--- src/rtl/bbcd_ctrl_if.sv ---
// Handshake and datapath bundle between the host, the LSR_BBCD shift register and bbcd_ctrl.
// The slave modport is the controller's view; master is the host/datapath side.
interface bbcd_ctrl_if #(
    parameter int WIDTH = 16
);
    logic             START;
    logic [WIDTH-1:0] OP_IN;
    logic             BUSY;
    logic             DONE_P;
    logic             OVF;
    logic             LD;
    logic             SH;
    logic [WIDTH-1:0] OP_A;
    logic [3:0]       UNIT_I;
    logic [3:0]       DEC_I;
    logic [3:0]       CENT_I;
    logic [3:0]       MIL_I;
    logic [3:0]       BCD_UNIT;
    logic [3:0]       BCD_DEC;
    logic [3:0]       BCD_CENT;
    logic [3:0]       BCD_MIL;

    modport slave (
        input  START, OP_IN, UNIT_I, DEC_I, CENT_I, MIL_I,
        output BUSY, DONE_P, OVF, LD, SH, OP_A,
               BCD_UNIT, BCD_DEC, BCD_CENT, BCD_MIL
    );

    modport master (
        output START, OP_IN, UNIT_I, DEC_I, CENT_I, MIL_I,
        input  BUSY, DONE_P, OVF, LD, SH, OP_A,
               BCD_UNIT, BCD_DEC, BCD_CENT, BCD_MIL
    );
endinterface

--- src/rtl/bbcd_ctrl.sv ---
// Sequencer for the double-dabble binary-to-BCD shift register: load, then
// alternate add-3 correction and shift WIDTH times, then capture the four digits.
module bbcd_ctrl #(
    parameter int WIDTH   = 16,
    parameter int CNT_W   = 5,
    parameter int MAX_BCD = 9999
) (
    input  logic        CLK,
    input  logic        RST,
    bbcd_ctrl_if.slave  bus
);
    typedef enum logic [2:0] {
        S_IDLE,
        S_LOAD,
        S_ADD,
        S_SHIFT,
        S_CAPT
    } state_t;

    localparam logic [WIDTH-1:0] MAX_V    = WIDTH'(MAX_BCD);
    localparam logic [CNT_W-1:0] LAST_CNT = CNT_W'(WIDTH - 1);

    state_t           state_q, state_d;
    logic [CNT_W-1:0] cnt_q, cnt_d;
    logic [WIDTH-1:0] op_a_q, op_a_d;
    logic             ovf_stage_q, ovf_stage_d;
    logic             ovf_q, ovf_d;
    logic             done_q, done_d;
    logic [15:0]      bcd_q, bcd_d;
    logic             ld, sh, busy;

    always_ff @(posedge CLK or posedge RST) begin
        if (RST) begin
            state_q     <= S_IDLE;
            cnt_q       <= '0;
            op_a_q      <= '0;
            ovf_stage_q <= 1'b0;
            ovf_q       <= 1'b0;
            done_q      <= 1'b0;
            bcd_q       <= '0;
        end else begin
            state_q     <= state_d;
            cnt_q       <= cnt_d;
            op_a_q      <= op_a_d;
            ovf_stage_q <= ovf_stage_d;
            ovf_q       <= ovf_d;
            done_q      <= done_d;
            bcd_q       <= bcd_d;
        end
    end

    always_comb begin
        state_d     = state_q;
        cnt_d       = cnt_q;
        op_a_d      = op_a_q;
        ovf_stage_d = ovf_stage_q;
        ovf_d       = ovf_q;
        done_d      = 1'b0;
        bcd_d       = bcd_q;
        ld          = 1'b0;
        sh          = 1'b0;
        busy        = (state_q != S_IDLE);
        case (state_q)
            S_IDLE: begin
                if (bus.START) begin
                    op_a_d      = bus.OP_IN;
                    ovf_stage_d = (bus.OP_IN > MAX_V);
                    cnt_d       = '0;
                    state_d     = S_LOAD;
                end
            end
            S_LOAD: begin
                ld      = 1'b1;
                state_d = S_ADD;
            end
            // With both strobes low the shift register applies its add-3 correction.
            S_ADD: begin
                state_d = S_SHIFT;
            end
            S_SHIFT: begin
                sh      = 1'b1;
                cnt_d   = cnt_q + CNT_W'(1);
                state_d = (cnt_q == LAST_CNT) ? S_CAPT : S_ADD;
            end
            S_CAPT: begin
                bcd_d   = {bus.MIL_I, bus.CENT_I, bus.DEC_I, bus.UNIT_I};
                ovf_d   = ovf_stage_q;
                done_d  = 1'b1;
                state_d = S_IDLE;
            end
            default: begin
                state_d = S_IDLE;
            end
        endcase
    end

    assign bus.LD       = ld;
    assign bus.SH       = sh;
    assign bus.BUSY     = busy;
    assign bus.DONE_P   = done_q;
    assign bus.OVF      = ovf_q;
    assign bus.OP_A     = op_a_q;
    assign bus.BCD_UNIT = bcd_q[3:0];
    assign bus.BCD_DEC  = bcd_q[7:4];
    assign bus.BCD_CENT = bcd_q[11:8];
    assign bus.BCD_MIL  = bcd_q[15:12];
endmodule

--- src/flat_wrapper.sv ---
// flat-port wrapper written by rule: the top's interface ports become plain ports
module bbcd_ctrl_flat 
#(
    parameter int WIDTH   = 16,
    parameter int CNT_W   = 5,
    parameter int MAX_BCD = 9999
)
  (CLK, RST, bus_START, bus_OP_IN, bus_UNIT_I, bus_DEC_I, bus_CENT_I, bus_MIL_I, bus_BUSY, bus_DONE_P, bus_OVF, bus_LD, bus_SH, bus_OP_A, bus_BCD_UNIT, bus_BCD_DEC, bus_BCD_CENT, bus_BCD_MIL);
  bbcd_ctrl_if #(.WIDTH(WIDTH)) bus_i ();
  input  logic CLK;
  input  logic RST;
  input wire logic [$bits(bus_i.START)-1:0] bus_START;
  input wire logic [$bits(bus_i.OP_IN)-1:0] bus_OP_IN;
  input wire logic [$bits(bus_i.UNIT_I)-1:0] bus_UNIT_I;
  input wire logic [$bits(bus_i.DEC_I)-1:0] bus_DEC_I;
  input wire logic [$bits(bus_i.CENT_I)-1:0] bus_CENT_I;
  input wire logic [$bits(bus_i.MIL_I)-1:0] bus_MIL_I;
  output wire logic [$bits(bus_i.BUSY)-1:0] bus_BUSY;
  output wire logic [$bits(bus_i.DONE_P)-1:0] bus_DONE_P;
  output wire logic [$bits(bus_i.OVF)-1:0] bus_OVF;
  output wire logic [$bits(bus_i.LD)-1:0] bus_LD;
  output wire logic [$bits(bus_i.SH)-1:0] bus_SH;
  output wire logic [$bits(bus_i.OP_A)-1:0] bus_OP_A;
  output wire logic [$bits(bus_i.BCD_UNIT)-1:0] bus_BCD_UNIT;
  output wire logic [$bits(bus_i.BCD_DEC)-1:0] bus_BCD_DEC;
  output wire logic [$bits(bus_i.BCD_CENT)-1:0] bus_BCD_CENT;
  output wire logic [$bits(bus_i.BCD_MIL)-1:0] bus_BCD_MIL;
  assign bus_i.START = bus_START;
  assign bus_i.OP_IN = bus_OP_IN;
  assign bus_i.UNIT_I = bus_UNIT_I;
  assign bus_i.DEC_I = bus_DEC_I;
  assign bus_i.CENT_I = bus_CENT_I;
  assign bus_i.MIL_I = bus_MIL_I;
  assign bus_BUSY = bus_i.BUSY;
  assign bus_DONE_P = bus_i.DONE_P;
  assign bus_OVF = bus_i.OVF;
  assign bus_LD = bus_i.LD;
  assign bus_SH = bus_i.SH;
  assign bus_OP_A = bus_i.OP_A;
  assign bus_BCD_UNIT = bus_i.BCD_UNIT;
  assign bus_BCD_DEC = bus_i.BCD_DEC;
  assign bus_BCD_CENT = bus_i.BCD_CENT;
  assign bus_BCD_MIL = bus_i.BCD_MIL;
  bbcd_ctrl #(.WIDTH(WIDTH), .CNT_W(CNT_W), .MAX_BCD(MAX_BCD)) u_core (.CLK(CLK), .RST(RST), .bus(bus_i));
endmodule
--- config.mk ---
export PLATFORM = sky130hd
export DESIGN_NAME = bbcd_ctrl_flat
export DESIGN_NICKNAME = d
export VERILOG_FILES = /design/src/rtl/bbcd_ctrl_if.sv /design/src/rtl/bbcd_ctrl.sv /design/src/flat_wrapper.sv
export SDC_FILE = /design/constraint.sdc
export NUM_CORES = 1
export LEC_CHECK = 0
export ABC_AREA = 1
export CAP_MARGIN = 20
export CELL_PAD_IN_SITES_DETAIL_PLACEMENT = 1
export CELL_PAD_IN_SITES_GLOBAL_PLACEMENT = 2
export CORE_MARGIN = 1
export CORE_UTILIZATION = 22
export DETAILED_ROUTE_END_ITERATION = 8
export GPL_ROUTABILITY_DRIVEN = 0
export PLACE_DENSITY_LB_ADDON = 0.1
export SLEW_MARGIN = 20
export SYNTH_ARGS = -nofsm -noshare
export SYNTH_HDL_FRONTEND = slang
export SYNTH_SLANG_ARGS = --single-unit
--- constraint.sdc ---
create_clock -name CLK -period 1.2 [get_ports CLK]
set_input_delay 0.24 -clock CLK [delete_from_list [all_inputs] [get_ports CLK]]
set_output_delay 0.24 -clock CLK [all_outputs]
set_load 0.01 [all_outputs]
# After elaboration in Yosys (flattened, before gate mapping)
# Index checks and enable logic that the tools add are counted.
[word_totals] regBits=43 out_inout_bits=37 input_bits=35 wordCells=28
[op_classes] eq_ne=6 magnitude_cmp=1 reduce_logical=5 muxes=8 n_addsub=1
[op_table] op="$gt 16x14->1 const B" n=1
[op_table] op="$pmux 3 s4" n=1
[op_table] op="$pmux 5 s2" n=1
[op_table] op="$eq 3x2->1 const B" n=2
[op_table] op="$mux 3" n=2
[op_table] op="$add 5x1->5 const B" n=1
[op_table] op="$eq 5x4->1 const B" n=1
[op_table] op="$mux 5" n=1
[op_table] op="$reduce_and 2->1" n=2
[op_table] op="$eq 3x1->1 const B" n=1
[op_table] op="$eq 3x3->1 const B" n=1
[op_table] op="$logic_not 3->1" n=1
[op_table] op="$mux 1" n=3
[op_table] op="$reduce_bool 3->1" n=1
[op_table] op="$ne 2x2->1 const B" n=1
[op_table] op="$reduce_bool 2->1" n=1

# Logic depth before layout (Yosys ltp)
# Gate-level depths: netlist (run 1).
[logic_depth] word_depth=3 mapped_depth=6 mapped_depth_nobuf=6

# Worst setup path after synthesis (run 1)
# OpenSTA, ideal clock, no wires.
[synth_path] path_type="reg2reg" start="reg u_core.cnt_q[0]" end="reg u_core.cnt_q[4]" setup_ns=0.084 synth_period_minus_slack_ns=1.180 slack_ns=0.020 t_required_ns=1.116 stages_incl_launch_ff=6 t_arrival_ns=1.096 path_cell_list="dfrtp_1 > ha_1 > nand2_1 > nor2_1 > ha_1 > o22ai_1"
[synth_via] elab_chain_cells=2
[synth_rtl] item="start: declaration" line="bbcd_ctrl.sv:24" source="logic [CNT_W-1:0] cnt_q, cnt_d;"
[synth_rtl] item="start signal: assignment" line="bbcd_ctrl.sv:43" source="cnt_q <= cnt_d;"
[synth_rtl] item="$add 5x1->5" line="bbcd_ctrl.sv:82" source="cnt_d = cnt_q + CNT_W'(1);"
[synth_rtl] item="$pmux 5 s2" line="bbcd_ctrl.sv:63" source="case (state_q)"
# No other way between the ends.
# A chain may end at the register's enable or synchronous reset.

# Worst setup path after layout (run 1)
[layout_path] start="reg u_core.state_q[1]" end="out bus_LD"
[layout_via] elab_chain_cells=2
[layout_rtl] item="start: declaration" line="bbcd_ctrl.sv:23" source="state_t state_q, state_d;"
[layout_rtl] item="start signal: assignment" line="bbcd_ctrl.sv:42" source="state_q <= state_d;"
[layout_rtl] item="$eq 3x1->1" line="bbcd_ctrl.sv:63"
[layout_rtl] item="$mux 1" line="bbcd_ctrl.sv:63"
[layout_rtl] item="end: declaration" line="flat_wrapper.sv:21" source="output wire logic [$bits(bus_i.LD)-1:0] bus_LD;"
# No other way between the ends.

==> results.tsv, run 1 <==
metric	value	unit
final worst slack	-178.7	ps
CP required	960	ps
root buf cell	clkbuf_8	
Clock Latency Late Sink	300	ps
port buffer count	71	
placed cell count	387	
Seq/Total Area, Yosys	58.78	%
CTS tree	yes	
die area	8689	µm²
Core Rows	32	
Core Area	7888	µm²
Avg Inst Size Synth	8.973	µm²
CTS Sinks	43	
WL met3	343	µm
initial DRC count	36	
Slew headroom	83.53	%
r2r startpoint	u_core.state_q[0]	
antenna cells	0	
Layout Cells excl Fill	415	
CP Class	reg -> out	
Clock transition at path regs	90	ps
clock share of power	20.9	%
Met2 Wirelength	2454	µm
fin crit period	1379	ps
# DRC	0	
switching pwr	0.001867	W
Antenna Nets Post-Route	0	
Final Core Density	39.63	%
Int Pwr	0.003682	W
Top Layer Used	met4	
H-tree levels	2	
clk buf depth	2	
Hold Path Class	in -> async	
drt first pass iters	2	
Register-to-Register Setup Slack	-160	ps
Net Sw Frac	33.65	%
Post-DP HPWL	3351	µm
number of global-route vias before repair	1764	
fin. max-slew vios	0	
total track usage	13.27	%
Worst Skew	6.491	ps
reg-to-reg endpoint	u_core.bus.OP_A[4]	
Least-Margin Pin Slew	247.1	ps
Syn Nets	241	
critical path arrival	1140	ps
period utilization	114.9	%
CP max FO	4	
io pins	72	
layout cell share with drive strength beyond 1	36.74	%
Sequential Power Share	38.7	%
first-pass GRT wire length	8776	µm
P&R area growth vs syn	70.75	%
die height	93.22	µm
Post-Place Setup Slack	-219.6	ps
Reg2Reg Depth	7	
CTS buffer count	5	
total wire length	5331	µm
antenna violations before repair	0	
Post-Synthesis Cells	204	
Ys Warns	0	
post-synthesis register bit count	43	
Comb pwr share	40.5	%
post-layout net count	349	
# Max-Cap Violations	0	
post-synthesis cell type count	23	
largest net degree at the start of global routing	26	
total number of vias	1686	
Starting Density	23.21	%
LEAKAGE	1.523	nW
failing checks	negative setup slack	
CTS Hold Bufs	0	
peak supply drop	0.8340	mV
crit path launch type	flop	
Final Hold Fails	0	
DRT met1 WL	2452	µm
pwr dens	1776	nW/µm²
Mapped Area	1831	µm²
Max Fclk	725.3	MHz
final hold slack	333.5	ps
status	complete, but fails checks	
Setup crit end kind	primary output	
gr ovfl total	0	
Die Wd	93.22	µm
Final Power	0.005550	W
endpoints failing setup	39	
vias per inst	4.063	
RSZ-0062 raised after global routing	true	
DR WL/cell	12.85	µm
==> layout make-up <==
type | instances | area, µm²
Fill cell | 912 | 4762
Sequential cell | 43 | 1077
Timing Repair Buffer | 107 | 993.5
Multi-Input combinational cell | 127 | 698.2
Tap cell | 102 | 127.6
Inverter | 28 | 116.4
Clock buffer | 5 | 68.82
Clock inverter | 3 | 43.79
==> power by group through the flow <==
| stage | combinational (W) | sequential, W | clock, W |
|---|---|---|---|
| final | 0.00225 | 0.00214 | 0.00116 |
| after global placement | 0.00204 | 0.00216 | 0 |
| after floorplan | 0.000753 | 0.00229 | 0 |
| after global routing | 0.00251 | 0.00221 | 0.00128 |
| after CTS | 0.00228 | 0.00217 | 0.00122 |
| after detailed placement | 0.00206 | 0.00217 | 0 |
==> how the worst max path moves through the flow <==
stage | start | end | slack [ps]
floorplan | u_core.cnt_q[0] | u_core.cnt_q[4] | 20
global placement | u_core.state_q[2] | bus_SH | -200
detailed placement | u_core.state_q[0] | bus_LD | -220
CTS | u_core.state_q[1] | bus_LD | -190
global route | u_core.state_q[0] | u_core.bus.OP_A[7] | -240
finish | u_core.state_q[1] | bus_LD | -180
==> sequential cells by signal (all words and copies together), names as in the netlist <==
signal              cells
u_core.cnt_q            5
u_core.ovf_stage_q      1
u_core.bus.OP_A        16
u_core.bus.OVF          1
u_core.bus.DONE_P       1
u_core.bcd_q           16
u_core.state_q          3
==> worst max-delay path: stages (launching register included) <==
cell and delay (ps):
dfrtp_1 430, buf_6 140, nor3_2 130, buf_2 150
==> cells by family (layout without fill, tap and decap cells) <==
logic type	count (synthesis)	count (layout)	share of synthesized area, %
buffers and inverters	34	143	9.433
and+or+nand+nor	99	99	21.60
AOI/OAI and AO/OA	26	26	8.818
DFF	43	43	58.78
adders and majority gates	2	2	1.367
==> metrics by stage <==
step	instance area, µm²	TNS, ps
6_report	3126	-3395
5_1_grt	3126	-6158
4_1_cts	3192	-4099
3_5_place_dp	2753	-3030
3_3_place_gp	2753	-2908
2_1_floorplan	1834	0
==> layout by cell type (no fill, tap or decap), types with 3 or more instances in the layout <==
master / count
nand2_1: 67
clkbuf_8: 5
clkdlybuf4s15_1: 7
dfrtp_1: 42
o21ai_0: 3
nand3_1: 4
nand3_2: 3
inv_1: 25
nor2_1: 6
buf_16: 3
clkdlybuf4s50_1: 34
clkbuf_2: 19
buf_12: 3
nand2_2: 11
buf_2: 10
o21ai_1: 6
buf_6: 9
buf_4: 20
o21ai_2: 11
==> layer usage <==
layer / track usage [%] / up-vias
li1: - / 841
met1: 16.98 / 785
met2: 21.02 / 54
met3: 3.984 / 6
met4: 5.000 / 0
met5: 0 / -
==> synth_stat cells, drive strengths merged <==
| cell type | n | area [µm²] |
|---|---|---|
| nand2 | 80 | 302.8 |
| dfrtp | 43 | 1076 |
| inv | 28 | 107.6 |
| o21ai | 20 | 126.4 |
| nor2 | 9 | 36.29 |
| nand3 | 8 | 45.04 |
| buf | 5 | 60.06 |
| a21oi | 3 | 15.01 |
| ha | 2 | 25.02 |
| a31oi | 1 | 6.260 |
| clkbuf | 1 | 5.000 |
| nor3 | 1 | 5.000 |
| o211ai | 1 | 7.510 |
| o22ai | 1 | 6.260 |
| or2 | 1 | 6.260 |
==> timing repair <==
action	in CTS	in global routing
pin swaps	2	2
gates resized for setup	140	30
setup endpoints to repair	70	70
gates cloned	5	0
setup buffers	9	6
Power figures use the tool's default switching activity.
==> run 2: changes to the inputs <==
--- a/config.mk
+++ b/config.mk
@@ -14,7 +14,7 @@
 export DETAILED_ROUTE_END_ITERATION = 8
 export GPL_ROUTABILITY_DRIVEN = 0
 export PLACE_DENSITY_LB_ADDON = 0.1
-export SLEW_MARGIN = 20
+export SLEW_MARGIN = 10
 export SYNTH_ARGS = -nofsm -noshare
 export SYNTH_HDL_FRONTEND = slang
 export SYNTH_SLANG_ARGS = --single-unit
==> results of run 2 <==
Final layout, timing and power as in run 1 (identical DEF).
==> run 3: changes to the inputs <==
==> constraint.sdc (replaced) <==
create_clock -name CLK -period 1.2 [get_ports CLK]
set_input_delay 0.24 -clock CLK [delete_from_list [all_inputs] [get_ports CLK]]
set_output_delay 0.24 -clock CLK [all_outputs]
set_load 0.02 [all_outputs]
==> results.tsv, run 3 (synthesis gave the netlist of run 1 again) <==
metric	value	unit	change
DR WL/cell	12.89	µm	+0.34%
total wire length	5233	µm	-1.8%
total track usage	11.61	%	-1.7 points
antenna violations before repair	0		unchanged
Antenna Nets Post-Route	0		unchanged
peak supply drop	0.7207	mV	-14%
Post-DP HPWL	3247	µm	-3.1%
Post-Place Setup Slack	-301.8	ps	-82.23 ps
most frequent cells in the layout	55 x nand2_1, 41 x dfrtp_1, 34 x clkdlybuf4s50_1, 33 x buf_2, 22 x inv_1		
LEAKAGE	1.431	nW	-6.0%
# DRC	0		unchanged
final worst slack	-147.7	ps	+30.98 ps
initial DRC count	30		-17%
clk buf depth	2		unchanged
root buf cell	clkbuf_8		
Final Hold Fails	0		unchanged
failing checks	negative setup slack		
Worst Skew	5.531	ps	-0.9598 ps
Clock Latency Late Sink	300	ps	about the same
period utilization	112.3	%	-2.6 points
first-pass GRT wire length	7776	µm	-11%
CTS buffer count	5		unchanged
Setup crit end kind	primary output		
Core Area	7888	µm²	unchanged
final hold slack	333.4	ps	-0.08000 ps
Register-to-Register Setup Slack	-140	ps	+20 ps
critical path arrival	1110	ps	-30 ps
P&R area growth vs syn	67.05	%	
post-layout net count	340		-2.6%
Slew headroom	83.95	%	+0.43 points
RSZ-0062 raised after global routing	true		
CP max FO	5		+1
fin. max-slew vios	0		unchanged
vias per inst	4.037		-0.63%
pwr dens	1856	nW/µm²	+4.5%
port buffer count	71		unchanged
Clock transition at path regs	90	ps	about the same
crit path launch type	flop		
Core Rows	32		unchanged
fin crit period	1348	ps	-30.98 ps
total number of vias	1639		-2.8%
Die Wd	93.22	µm	unchanged
die area	8689	µm²	unchanged
antenna cells	0		unchanged
# Max-Cap Violations	0		unchanged
CP Class	reg -> out		
drt first pass iters	2		unchanged
Max Fclk	742.0	MHz	+2.3%
Least-Margin Pin Slew	240.7	ps	-6.397 ps
H-tree levels	2		unchanged
CTS tree	yes		
CTS Hold Bufs	0		unchanged
number of global-route vias before repair	1604		-9.1%
layout cell share with drive strength beyond 1	43.42	%	+6.7 points
gr ovfl total	0		unchanged
die height	93.22	µm	unchanged
endpoints failing setup	42		+7.7%
largest net degree at the start of global routing	44		+69%
CTS Sinks	43		unchanged
Hold Path Class	in -> async		
commonest non-fill, non-tap cell in the layout	nand2_1		
io pins	72		unchanged
Final Core Density	38.77	%	-0.86 points
CP required	960	ps	about the same
status	complete, but fails checks		
Starting Density	23.21	%	unchanged
## run 3: changes by cell type in the layout (fill, tap and decap cells not counted), moves of 4 or more
cell	change
buf_2	+23
buf_4	-4
clkbuf_16	+4
clkbuf_2	-19
clkdlybuf4s15_1	-7
nand2_1	-12
nand2_2	+7
nand2_4	+5
## run 3: worst paths after layout
| check | from | to | cells past startpoint |
|---|---|---|---|
| max | u_core.state_q[1] | bus_LD | 2 |
| min | RST | u_core.bcd_q[1] | 3 |
| max reg2reg | u_core.state_q[0] | u_core.cnt_q[4] | 6 |
| min reg2reg | u_core.bcd_q[1] | u_core.bcd_q[1] | 2 |
| max in group asynchronous | RST | u_core.state_q[1] | 3 |
| min in group CLK | bus_DEC_I[1] | u_core.bcd_q[5] | 3 |
## run 3: routing by layer
metal | vias up | wire, µm | GRT usage [%] | part of all wire, %
met5 | - | 0 | 0 | 0
met2 | 52 | 2481 | 18.44 | 47
met4 | 0 | 63 | 4.231 | 1.2
met1 | 762 | 2377 | 14.77 | 45
met3 | 4 | 312 | 3.659 | 6.0
li1 | 821 | - | - | -
## run 3: critical path: stages, from the launching register on
cell and delay (ps):
dfrtp_2 460, nor3_2 190, buf_4 170
## run 3: where the power goes
part           switching [W]  internal [W]
Sequential          0.000333       0.00189
Clock               0.000548      0.000417
Combinational        0.00132       0.00117
Total                0.00221       0.00347
## run 3: repair_timing
item                       in CTS  in global routing
gates cloned                    0                  5
setup endpoints to repair      71                 58
buffers inserted                3                  4
resized for setup             154                 73
pin swaps                       2                  5
## run 3: layout make-up
cell class | count | area (µm²)
multi-input combinational | 127 | 770.7
fill | 925 | 4830
timing repair buffer | 98 | 874.6
sequential | 43 | 1079
clock buffer | 5 | 68.82
clock inverter | 3 | 23.77
inverter | 28 | 113.9
tap | 102 | 127.6
## run 3: stage by stage
stage / cell area (µm²) / std cells / TNS (ps) / total power [W]
finish: 3058 / 406 / -3125 / 0.005675
global route: 3058 / 406 / -5830 / 0.006103
CTS: 2825 / 397 / -1562 / 0.005364
detailed placement: 2745 / 386 / -3860 / 0.004484
global placement: 2745 / 386 / -3189 / 0.004463
floorplan: 1834 / 204 / 0 / 0.003297
